File: src/rtl/rr_sel_arbiter_4_if.sv
// Request/grant bundle between four requesting sources and the round-robin
// arbiter that steers the 4-to-1 channel mux select.
interface rr_sel_arbiter_4_if #(
    parameter int CNT_W = 4
);
    logic [3:0]       req;
    logic             done;
    logic [1:0]       sel;
    logic [3:0]       grant;
    logic             valid;
    logic [CNT_W-1:0] dwell_cnt;

    modport master (
        output req,
        output done,
        input  sel,
        input  grant,
        input  valid,
        input  dwell_cnt
    );

    modport slave (
        input  req,
        input  done,
        output sel,
        output grant,
        output valid,
        output dwell_cnt
    );
endinterface

File: src/rtl/rr_sel_arbiter_4.sv
// Round-robin arbiter driving the select of a 4-to-1 mux. Each grant is held
// for at most DWELL cycles, and every output is registered.
module rr_sel_arbiter_4 #(
    parameter int DWELL = 4,
    parameter int CNT_W = 4
) (
    input logic              clk,
    input logic              rst_n,
    rr_sel_arbiter_4_if.slave bus
);

    typedef enum logic {
        IDLE,
        BUSY
    } state_t;

    localparam logic [CNT_W-1:0] DWELL_LAST = CNT_W'(DWELL - 1);

    state_t           state_q, state_d;
    logic [1:0]       sel_q, sel_d;
    logic [3:0]       grant_q, grant_d;
    logic             valid_q, valid_d;
    logic [CNT_W-1:0] dwell_q, dwell_d;
    logic [1:0]       last_q, last_d;

    logic             win_found;
    logic [1:0]       win_idx;
    logic             grant_end;

    // Search starts just after the previous winner. The fourth candidate is
    // the previous winner itself, so it re-wins only when no other source asks.
    always_comb begin
        win_found = 1'b0;
        win_idx   = 2'd0;
        for (int i = 0; i < 4; i++) begin
            if (!win_found && bus.req[last_q + 2'(i + 1)]) begin
                win_found = 1'b1;
                win_idx   = last_q + 2'(i + 1);
            end
        end
    end

    assign grant_end = bus.done | ~bus.req[sel_q] | (dwell_q == DWELL_LAST);

    always_comb begin
        state_d = state_q;
        sel_d   = sel_q;
        grant_d = grant_q;
        valid_d = valid_q;
        dwell_d = dwell_q;
        last_d  = last_q;

        case (state_q)
            IDLE: begin
                if (win_found) begin
                    state_d = BUSY;
                    sel_d   = win_idx;
                    grant_d = 4'b0001 << win_idx;
                    valid_d = 1'b1;
                    dwell_d = '0;
                    last_d  = win_idx;
                end else begin
                    grant_d = 4'b0000;
                    valid_d = 1'b0;
                    dwell_d = '0;
                end
            end
            BUSY: begin
                if (grant_end) begin
                    // Hand over in the same cycle so valid shows no bubble.
                    if (win_found) begin
                        sel_d   = win_idx;
                        grant_d = 4'b0001 << win_idx;
                        valid_d = 1'b1;
                        dwell_d = '0;
                        last_d  = win_idx;
                    end else begin
                        state_d = IDLE;
                        grant_d = 4'b0000;
                        valid_d = 1'b0;
                        dwell_d = '0;
                    end
                end else begin
                    dwell_d = dwell_q + CNT_W'(1);
                end
            end
            default: begin
                state_d = IDLE;
                grant_d = 4'b0000;
                valid_d = 1'b0;
                dwell_d = '0;
            end
        endcase
    end

    // A reset pointer of 3 makes the very first search begin at source 0.
    always_ff @(posedge clk or negedge rst_n) begin
        if (!rst_n) begin
            state_q <= IDLE;
            sel_q   <= 2'd0;
            grant_q <= 4'b0000;
            valid_q <= 1'b0;
            dwell_q <= '0;
            last_q  <= 2'd3;
        end else begin
            state_q <= state_d;
            sel_q   <= sel_d;
            grant_q <= grant_d;
            valid_q <= valid_d;
            dwell_q <= dwell_d;
            last_q  <= last_d;
        end
    end

    assign bus.sel       = sel_q;
    assign bus.grant     = grant_q;
    assign bus.valid     = valid_q;
    assign bus.dwell_cnt = dwell_q;

endmodule

File: src/flat_wrapper.sv
// flat-port wrapper written by rule: the top's interface ports become plain ports
module rr_sel_arbiter_4_flat 
#(
    parameter int DWELL = 4,
    parameter int CNT_W = 4
)
  (clk, rst_n, bus_req, bus_done, bus_sel, bus_grant, bus_valid, bus_dwell_cnt);
  rr_sel_arbiter_4_if #(.CNT_W(CNT_W)) bus_i ();
  input logic clk;
  input logic rst_n;
  input wire logic [$bits(bus_i.req)-1:0] bus_req;
  input wire logic [$bits(bus_i.done)-1:0] bus_done;
  output wire logic [$bits(bus_i.sel)-1:0] bus_sel;
  output wire logic [$bits(bus_i.grant)-1:0] bus_grant;
  output wire logic [$bits(bus_i.valid)-1:0] bus_valid;
  output wire logic [$bits(bus_i.dwell_cnt)-1:0] bus_dwell_cnt;
  assign bus_i.req = bus_req;
  assign bus_i.done = bus_done;
  assign bus_sel = bus_i.sel;
  assign bus_grant = bus_i.grant;
  assign bus_valid = bus_i.valid;
  assign bus_dwell_cnt = bus_i.dwell_cnt;
  rr_sel_arbiter_4 #(.DWELL(DWELL), .CNT_W(CNT_W)) u_core (.clk(clk), .rst_n(rst_n), .bus(bus_i));
endmodule
File: config.mk
export PLATFORM = sky130hd
export DESIGN_NAME = rr_sel_arbiter_4_flat
export DESIGN_NICKNAME = d
export VERILOG_FILES = /design/src/rtl/rr_sel_arbiter_4_if.sv /design/src/rtl/rr_sel_arbiter_4.sv /design/src/flat_wrapper.sv
export SDC_FILE = /design/constraint.sdc
export NUM_CORES = 1
export LEC_CHECK = 0
export ABC_AREA = 1
export BUFFER_PORTS_ARGS = -buffer_cell sky130_fd_sc_hd__buf_2
export CORE_MARGIN = 1
export CORE_UTILIZATION = 53
export DETAILED_ROUTE_END_ITERATION = 12
export GPL_TIMING_DRIVEN = 0
export PLACE_DENSITY_LB_ADDON = 0.05
export SYNTH_ARGS = -nofsm -noshare
export SYNTH_HDL_FRONTEND = slang
export SYNTH_SLANG_ARGS = --single-unit
File: constraint.sdc
create_clock -name clk -period 1.8 [get_ports clk]
set_input_delay 0.09 -clock clk [delete_from_list [all_inputs] [get_ports clk]]
set_output_delay 0.09 -clock clk [all_outputs]
set_load 0.05 [all_outputs]
; Yosys cells after proc, flatten, opt, wreduce, memory -nomap -nowiden
; Index checks and enable logic that the tools add are counted.
[totals]
ff_bits = 14
input_bits = 7
output_inout_bits = 11
[classes]
add_sub_neg = 4
magnitude_cmp = 5
eq_ne = 2
shift = 1
muxes = 34
n_bitwise = 4
reduce_logical = 6
[op_table]
columns = cell, n
row1 = 2-bit two-way mux, 8
row2 = 4-bit one-hot mux with 2 select lines, 2
row3 = 2-bit by 3-bit < comparator with 1-bit output (second input constant), 5
row4 = 1-bit two-way mux, 12
row5 = 4-bit two-way mux, 3
row6 = 1-bit binary-select mux with 2-bit select, 5
row7 = 2-bit one-hot mux with 2 select lines, 2
row8 = 2-bit adder (second input constant), 2
row9 = 4-bit by 1-bit adder with 4-bit output (second input constant), 1
row10 = 4-bit by 2-bit equality test with 1-bit output (second input constant), 1
row11 = 1-bit one-hot mux with 2 select lines, 2
row12 = 1-bit by 2-bit << shifter with 4-bit output (first input constant), 1
row13 = 1-bit logical AND, 3
row14 = 1-bit zero test, 3
row15 = 2-bit by 1-bit adder with 2-bit output (second input constant), 1
row16 = 2-bit inequality test (second input constant), 1
row17 = 1-bit NOT, 2
row18 = 1-bit bitwise OR, 2

; Depth between registers and ports, before layout
; Gate-level depths: netlist of the first run.
[depth]
word_depth = 17
ltp_mapped = 13
ltp_nobuf = 12

; Worst setup path after synthesis of the first run
; Ideal clock, no wire load.
[synth_path]
path_kind = register to register
start = register u_core.dwell_q[0] (netlist: u_core.bus.dwell_cnt[0])
end = register u_core.sel_q[1] (netlist: u_core.bus.sel[1])
setup_time_ns = 0.122
arrival_time_ns = 1.606
required_ns = 1.678
path_slack_ns = 0.072
stages_incl_launch_ff = 9
n_path_buf = 0
period_less_slack_ns = 1.728
path_cell_list = dfrtp_1 ha_1 nor3b_1 inv_1 nand3_1 nand2_4 inv_4 nand2_1 o21ai_1
[synth_via]
elab_chain_cells = 3
[synth_rtl]
columns = item, line
row1 = start: declaration, rr_sel_arbiter_4.sv:23  ; logic [CNT_W-1:0] dwell_q, dwell_d;
row2 = start signal: assignment, rr_sel_arbiter_4.sv:110  ; dwell_q <= dwell_d;
row3 = 4-bit by 2-bit equality test with 1-bit output, rr_sel_arbiter_4.sv:43  ; assign grant_end = bus.done | ~bus.req[sel_q] | (dwell_q == DWELL_LAST);
row4 = 1-bit bitwise OR, rr_sel_arbiter_4.sv:43
row5 = 2-bit inequality test (no line), -
row6 = end signal: assignment, rr_sel_arbiter_4.sv:107  ; sel_q <= sel_d;
row7 = end: declaration, rr_sel_arbiter_4.sv:20  ; logic [1:0] sel_q, sel_d;
; No other way between the ends.
; A chain may end at the register's enable or synchronous reset.

; Worst setup path after layout of the first run
[layout_path]
start = register u_core.last_q[0]
end = register u_core.grant_q[2] (netlist: u_core.bus.grant[2])
[layout_via]
elab_chain_cells = 17
word_cells_on_any_way = 29
classes_between = add/sub: 3 / shift: 1 / mux: 19 / reduce/logical: 6
[layout_rtl]
columns = item, line
row1 = start: declaration, rr_sel_arbiter_4.sv:24  ; logic [1:0] last_q, last_d;
row2 = start signal: assignment, rr_sel_arbiter_4.sv:111  ; last_q <= last_d;
row3 = 2-bit by 1-bit adder with 2-bit output, "rr_sel_arbiter_4.sv:36, rr_sel_arbiter_4.sv:38"
row4 = 1-bit binary-select mux with 2-bit select, rr_sel_arbiter_4.sv:36  ; if (!win_found && bus.req[last_q + 2'(i + 1)]) begin
row5 = 1-bit two-way mux (implied by the code), rr_sel_arbiter_4.sv:36
row6 = 1-bit two-way mux, rr_sel_arbiter_4.sv:36
row7 = 1-bit zero test, rr_sel_arbiter_4.sv:36
row8 = 1-bit logical AND, rr_sel_arbiter_4.sv:36
row9 = 1-bit two-way mux, rr_sel_arbiter_4.sv:36
row10 = 1-bit zero test, rr_sel_arbiter_4.sv:36
row11 = 1-bit logical AND, rr_sel_arbiter_4.sv:36
row12 = 1-bit two-way mux, rr_sel_arbiter_4.sv:36
row13 = 1-bit zero test, rr_sel_arbiter_4.sv:36
row14 = 1-bit logical AND, rr_sel_arbiter_4.sv:36
row15 = 2-bit two-way mux, rr_sel_arbiter_4.sv:36
row16 = 1-bit by 2-bit << shifter with 4-bit output, "rr_sel_arbiter_4.sv:58, rr_sel_arbiter_4.sv:73"
row17 = 4-bit two-way mux (*), "rr_sel_arbiter_4.sv:55, rr_sel_arbiter_4.sv:71"
row18 = 4-bit two-way mux, rr_sel_arbiter_4.sv:69  ; if (grant_end) begin
row19 = 4-bit one-hot mux with 2 select lines (*), rr_sel_arbiter_4.sv:53  ; case (state_q)
row20 = end signal: assignment, rr_sel_arbiter_4.sv:108  ; grant_q <= grant_d;
row21 = end: declaration, rr_sel_arbiter_4.sv:21  ; logic [3:0] grant_q, grant_d;
; Mark *: on every way between the ends. The rest lies on a longest branch, timed or not. The select of a mux whose other input is x is not followed.

==> results.sh, run 1 <==
export IMPL_wirelength_um=1650
export IMPL_grt_max_degree=15
export IMPL_synthDistinctLibCells=25
export IMPL_numCtsBuffers=3
export IMPL_vias_per_cell=4.99
export IMPL_outcome="finished clean"
export IMPL_min_period_over_period_pct=93.7
export IMPL_synth_flop_cell="dfrtp_1"
export IMPL_drive_gt1_share_pct=36.4
export IMPL_seq_area_frac_synth_pct=39.4
export IMPL_drtIter0Drc=7
export IMPL_die_area_um2=1860
export IMPL_gp_congestion=0.845
export IMPL_worstSkewPairLatency_ps=270
export IMPL_ys_warn_count=0
export IMPL_setup_viol_count_final=0
export IMPL_rsz0062_at_grt="no"
export IMPL_yosysMostFrequentCell="nand2_1"
export IMPL_cts_tree="built"
export IMPL_required_ps=1960
export IMPL_worstSetupPathType="reg -> reg"
export IMPL_tns_ps=0
export IMPL_portBuffers=17
export IMPL_die_h_um=43.1
export IMPL_drv_cap=0
export IMPL_synth_seq_cells=14
export IMPL_via_count=779
export IMPL_worst_setup_path_start_kind="flop"
export IMPL_multi_input_area_um2=513
export IMPL_synth_commonest_cells="nand2_1, dfrtp_1, inv_1"
export IMPL_fmax_mhz=593
export IMPL_grt_pass1_vias=693
export IMPL_n_antenna_cell=0
export IMPL_initial_core_util_pct=58.0
export IMPL_synth_edf_count=0
export IMPL_n_fill_cell=122
export IMPL_hold_viol=0
export IMPL_seqCellArea_um2=353
export IMPL_synthesis_area_um2=895
export IMPL_cp_end_kind="flop"
export IMPL_die_x_um=43.1
export IMPL_cts_max_path_buffers=2
export IMPL_hold_path_class="in -> async"
export IMPL_tightest_slew_ps=361
export IMPL_avgSynthCellArea_um2=7.71
export IMPL_area_growth_pct=23.1
export IMPL_crit_fanout=8
export IMPL_cts_sinks=14
export IMPL_nNetsFinal=149
export IMPL_io_pins=18
export IMPL_finalCriticalPeriod_ps=1690
export IMPL_grt_use_total_pct=19.9
export IMPL_drcViolationCount=0
export IMPL_syn_inst=116
export IMPL_synth_async_sr_flop_share_pct=100
export IMPL_clock_skew_ps=2.07
export IMPL_synth_area_leaders="dfrtp_1, nand2_1, nand2_4, dfstp_2, nand3_1"
export IMPL_num_rows=14
export IMPL_grt_pass1_wl_um=2810
export IMPL_hpwl_um=1260
export IMPL_synth_area_leader_cell="dfrtp_1"
export IMPL_antenna_found_initial=0
export IMPL_cts_max_level=1
export IMPL_drtAntennaViolNets=0
export IMPL_drv_slew=0
export IMPL_clkTransAtPathRegs_ps=80
export IMPL_synth_top_cell_area_share_pct=33.6
export IMPL_wl_per_cell_um=10.6
export IMPL_cts_root_buffer="clkbuf_4"
export IMPL_relSlewSlack_pct=75.8
export IMPL_cp_arrival_ps=1850
export IMPL_synth_nets=124
export IMPL_dr_pass1_iters=4
export IMPL_grt_overflow=0
export IMPL_core_um2=1540
layer usage:
| metal | up-vias | track usage (%) | share of wire [%] |
|---|---|---|---|
| met3 | 0 | 6.38 | 3.4 |
| met1 | 354 | 28.3 | 52 |
| met4 | 0 | 3.64 | 0 |
| li1 | 412 | - | - |
| met2 | 13 | 30.1 | 44 |
| met5 | - | 0 | 0 |
area by class of cell:
| cell class | instances | area share [%] |
|---|---|---|
| timing repair buffer | 20 | 10.0 |
| sequential | 14 | 32.0 |
| buffer | 1 | 1.02 |
| clock buffer | 4 | 2.39 |
| tap | 16 | 1.82 |
| multi-input combinational | 85 | 46.6 |
| inverter | 16 | 6.14 |
flip-flops by register name, indices dropped and copies added (netlist names):
name and flops:
u_core.bus.sel 2, u_core.last_q 2, u_core.bus.valid 1, u_core.bus.dwell_cnt 4, u_core.bus.grant 4, u_core.state_q 1
worst max-delay path: stages (launching register included):
cell	delay, ps
dfstp_2	530
buf_6	140
inv_6	60
nand2_1	70
nand2_2	70
nand2_4	70
nand2_4	70
nor2_8	130
nand4_1	120
nand2_2	140
inv_1	50
nand3_1	70
nand2_1	60
final timing paths:
path | startpoint | endpoint | slack, ps | cells past startpoint
worst max-delay path | u_core.last_q[0] | u_core.bus.grant[2] | 110 | 12
worst min-delay path | rst_n | u_core.bus.dwell_cnt[1] | 230 | 2
worst max register to register | u_core.last_q[0] | u_core.bus.grant[2] | 110 | 12
worst min register to register | u_core.bus.grant[3] | u_core.bus.grant[3] | 480 | 2
max in group asynchronous | rst_n | u_core.last_q[1] | 1290 | 2
min in group clk | bus_done | u_core.bus.dwell_cnt[1] | 290 | 4
kinds of logic after synthesis:
group	Yosys count	share of synthesized area, %
compound gates	11	6.71
xor+xnor	2	1.96
fa+ha+maj	1	1.40
buf+inv	17	8.53
flops	14	39.4
simple gates	71	42.0
stage by stage:
stage               utilization (%)  hold slack, ps  area [µm²]  instances  setup slack [ps]
CTS                            67.2             227        1040        154              93.1
detailed placement             64.9            1.51        1000        149               111
finish                         71.4             228        1100        156               113
floorplan                         -            -206         895        116              72.4
global route                   71.4             251        1100        156              8.03
global placement               64.9           -7.69        1000        149               122
cells in the final DEF (no fill, tap or decap):
cell and instances:
xnor2_1 1, dfrtp_1 12, nor2_8 1, nor2_1 8
nand3b_4 1, clkbuf_1 1, nand2_2 7, dlygate4sd3_1 1
a31oi_1 1, nand3_1 9, o21ai_1 4, dfstp_2 2
buf_6 1, inv_4 1, xor2_1 1, o21ai_2 1
nand3b_1 1, o21ai_0 3, inv_2 2, ha_1 1
nand2_4 11, nand4_1 1, inv_6 1, inv_1 12
a21oi_1 2, nand2_1 30, clkbuf_4 3, buf_2 17
nor3b_1 1, buf_4 2, nor2_2 1
what timing repair did:
item | CTS | global route
buffers inserted | 0 | 2
setup endpoints to repair | 0 | 7
resized for setup | 0 | 14
hold buffers | 1 | 0
endpoints found under the hold margin | 14 | 0
Power of run 1 is left out: the tool's default activity adds up to more than one toggle a clock period on the data nets, which glitch-free logic cannot reach.
==> run 2: changes to the inputs <==
Settings changed: CELL_PAD_IN_SITES_DETAIL_PLACEMENT from default to 1, CELL_PAD_IN_SITES_GLOBAL_PLACEMENT from default to 2, CORE_UTILIZATION 53 to 30.
==> run 2 against run 1 <==
  * Clock-buffer cell count stayed put
  * Flip-flop and latch count stayed put
  * Die area is 73% higher
  * Clock skew is 1.7 ps higher
  * First-iteration DRC count is 43% higher
  * Critical path type unchanged
  * Critical endpoint unchanged
==> results.sh, run 2 (same netlist as run 1, synthesis figures left out) <==
export IMPL_reg2reg_slack_ps=120
export IMPL_final_cell_mix="nand2_1, buf_2, inv_1, dfrtp_1, nand2_2"
export IMPL_fmax_mhz=596
export IMPL_dr_pass1_iters=4
export IMPL_clock_skew_ps=3.75
export IMPL_grt_max_degree=15
export IMPL_via_count=799
export IMPL_gp_congestion=0.728
export IMPL_slowest_delay_ps=530
export IMPL_path_cells="buf_6, inv_6, nand2_4, nand2_4, nand2_4, nand2_4, nor2_8, nand4_1, nand2_2, inv_1, nand3_1, nand2_1"
export IMPL_grt_pass1_vias=779
export IMPL_n_antenna_cell=0
export IMPL_io_pins=18
export IMPL_min_path_cells=4
export IMPL_cts_tree="built"
export IMPL_cts_sinks=14
export IMPL_fin_ws_ps=122
export IMPL_reg2reg_from="u_core.last_q[0]"
export IMPL_cts_max_path_buffers=2
export IMPL_hold_start="bus_done"
export IMPL_outcome="finished clean"
export IMPL_drtAntennaViolNets=0
export IMPL_portBuffers=17
export IMPL_dp_slack_ps=61.7
export IMPL_tightest_slew_ps=317
export IMPL_grt_overflow=0
export IMPL_vias_per_cell=4.62
export IMPL_drtIter0Drc=10
export IMPL_numCtsBuffers=3
export IMPL_drcViolationCount=0
export IMPL_drive_gt1_share_pct=43.7
export IMPL_finalCriticalPeriod_ps=1680
export IMPL_cpMostUsedCell="nand2_4"
export IMPL_ff2ff_path_depth=12
export IMPL_final_common_cell="nand2_1"
export IMPL_wirelength_um=2030
export IMPL_setup_viol_count_final=0
export IMPL_crit_fanout=8
export IMPL_core_um2=2780
export IMPL_initial_core_util_pct=32.2
export IMPL_worstSkewPairLatency_ps=280
export IMPL_area_growth_pct=30.9
export IMPL_cp_arrival_ps=1850
export IMPL_hold_path_class="in -> reg"
export IMPL_drv_slew=0
export IMPL_wl_per_cell_um=11.7
export IMPL_cts_max_level=1
export IMPL_cts_root_buffer="clkbuf_4"
export IMPL_die_h_um=56.6
export IMPL_min_period_over_period_pct=93.2
export IMPL_die_area_um2=3200
export IMPL_relSlewSlack_pct=78.9
export IMPL_tns_ps=0
export IMPL_nNetsFinal=151
export IMPL_cpMaxStageDelayCell="dfstp_2"
export IMPL_required_ps=1970
export IMPL_hold_path_end="u_core.bus.dwell_cnt[1]"
export IMPL_worstSetupPathType="reg -> reg"
export IMPL_n_fill_cell=344
export IMPL_num_rows=19
export IMPL_grt_use_total_pct=14.6
export IMPL_clkTransAtPathRegs_ps=80
export IMPL_hpwl_um=1610
export IMPL_hold_viol=0
export IMPL_worst_setup_path_start_kind="flop"
export IMPL_drv_cap=0
export IMPL_die_x_um=56.6
export IMPL_r2r_end="u_core.bus.grant[2]"
export IMPL_antenna_found_initial=0
export IMPL_fin_hold_ws_ps=182
export IMPL_cp_end_kind="flop"
export IMPL_grt_pass1_wl_um=3590
[run 2: changes by cell type in the layout (fill, tap and decap cells not counted), moves of 2 or more]
cell | previous run | this run
nand3_1 | 9 | 7
buf_4 | 2 | 4
nand2_2 | 7 | 11
o21ai_1 | 4 | 2
nand3_2 | 0 | 2
o21ai_2 | 1 | 3
nand2_1 | 30 | 27
[run 2: critical path, delay by kind of cell, from the launching register on]
| family | cells | cell delay [ps] |
|---|---|---|
| flip-flops | 1 | 530 |
| AND/OR/NAND/NOR | 9 | 800 |
| buffers and inverters | 3 | 240 |
[run 2: final cells by class]
type / count / area, µm² / area share (%)
timing repair buffer: 22 / 125 / 10.7
multi-input combinational: 85 / 539 / 46.0
tap: 31 / 38.8 / 3.31
clock buffer: 4 / 36.3 / 3.10
buffer: 1 / 11.3 / 0.962
inverter: 16 / 67.6 / 5.77
sequential: 14 / 353 / 30.1
[run 2: metal layers]
| metal | global-route usage (%) | share of wire (%) | routed length, µm |
|---|---|---|---|
| met5 | 0 | 0 | 0 |
| met4 | 2.09 | 0.54 | 11 |
| met3 | 4.84 | 4.5 | 91 |
| met2 | 21.5 | 43 | 870 |
| met1 | 21.1 | 52 | 1060 |
[run 2: how the worst max path moves through the flow]
stage                             from             endpoint  slack, ps  cells past startpoint
2_1_floorplan  u_core.bus.dwell_cnt[0]    u_core.bus.sel[1]         70                      8
3_3_place_gp          u_core.last_q[0]    u_core.bus.sel[1]         70                     12
3_5_place_dp          u_core.last_q[0]    u_core.bus.sel[1]         60                     12
4_1_cts               u_core.last_q[0]    u_core.bus.sel[1]         40                     12
5_1_grt               u_core.last_q[0]  u_core.bus.grant[2]         -7                     12
6_report              u_core.last_q[0]  u_core.bus.grant[2]        120                     12
[run 2: timing repair]
action | CTS | global route
setup buffers | 0 | 4
setup endpoints to repair | 0 | 8
hold buffers | 1 | 0
gates resized for setup | 0 | 21
endpoints found under the hold margin | 14 | 0
[run 2: per-stage QoR]
step                util [%]  instance area [µm²]  cells
floorplan                  -                  895    116
global placement        36.6                 1020    164
detailed placement      36.6                 1020    164
CTS                     38.3                 1060    169
global route            42.1                 1170    173
finish                  42.1                 1170    173
Power of run 2 is left out for the same reason.
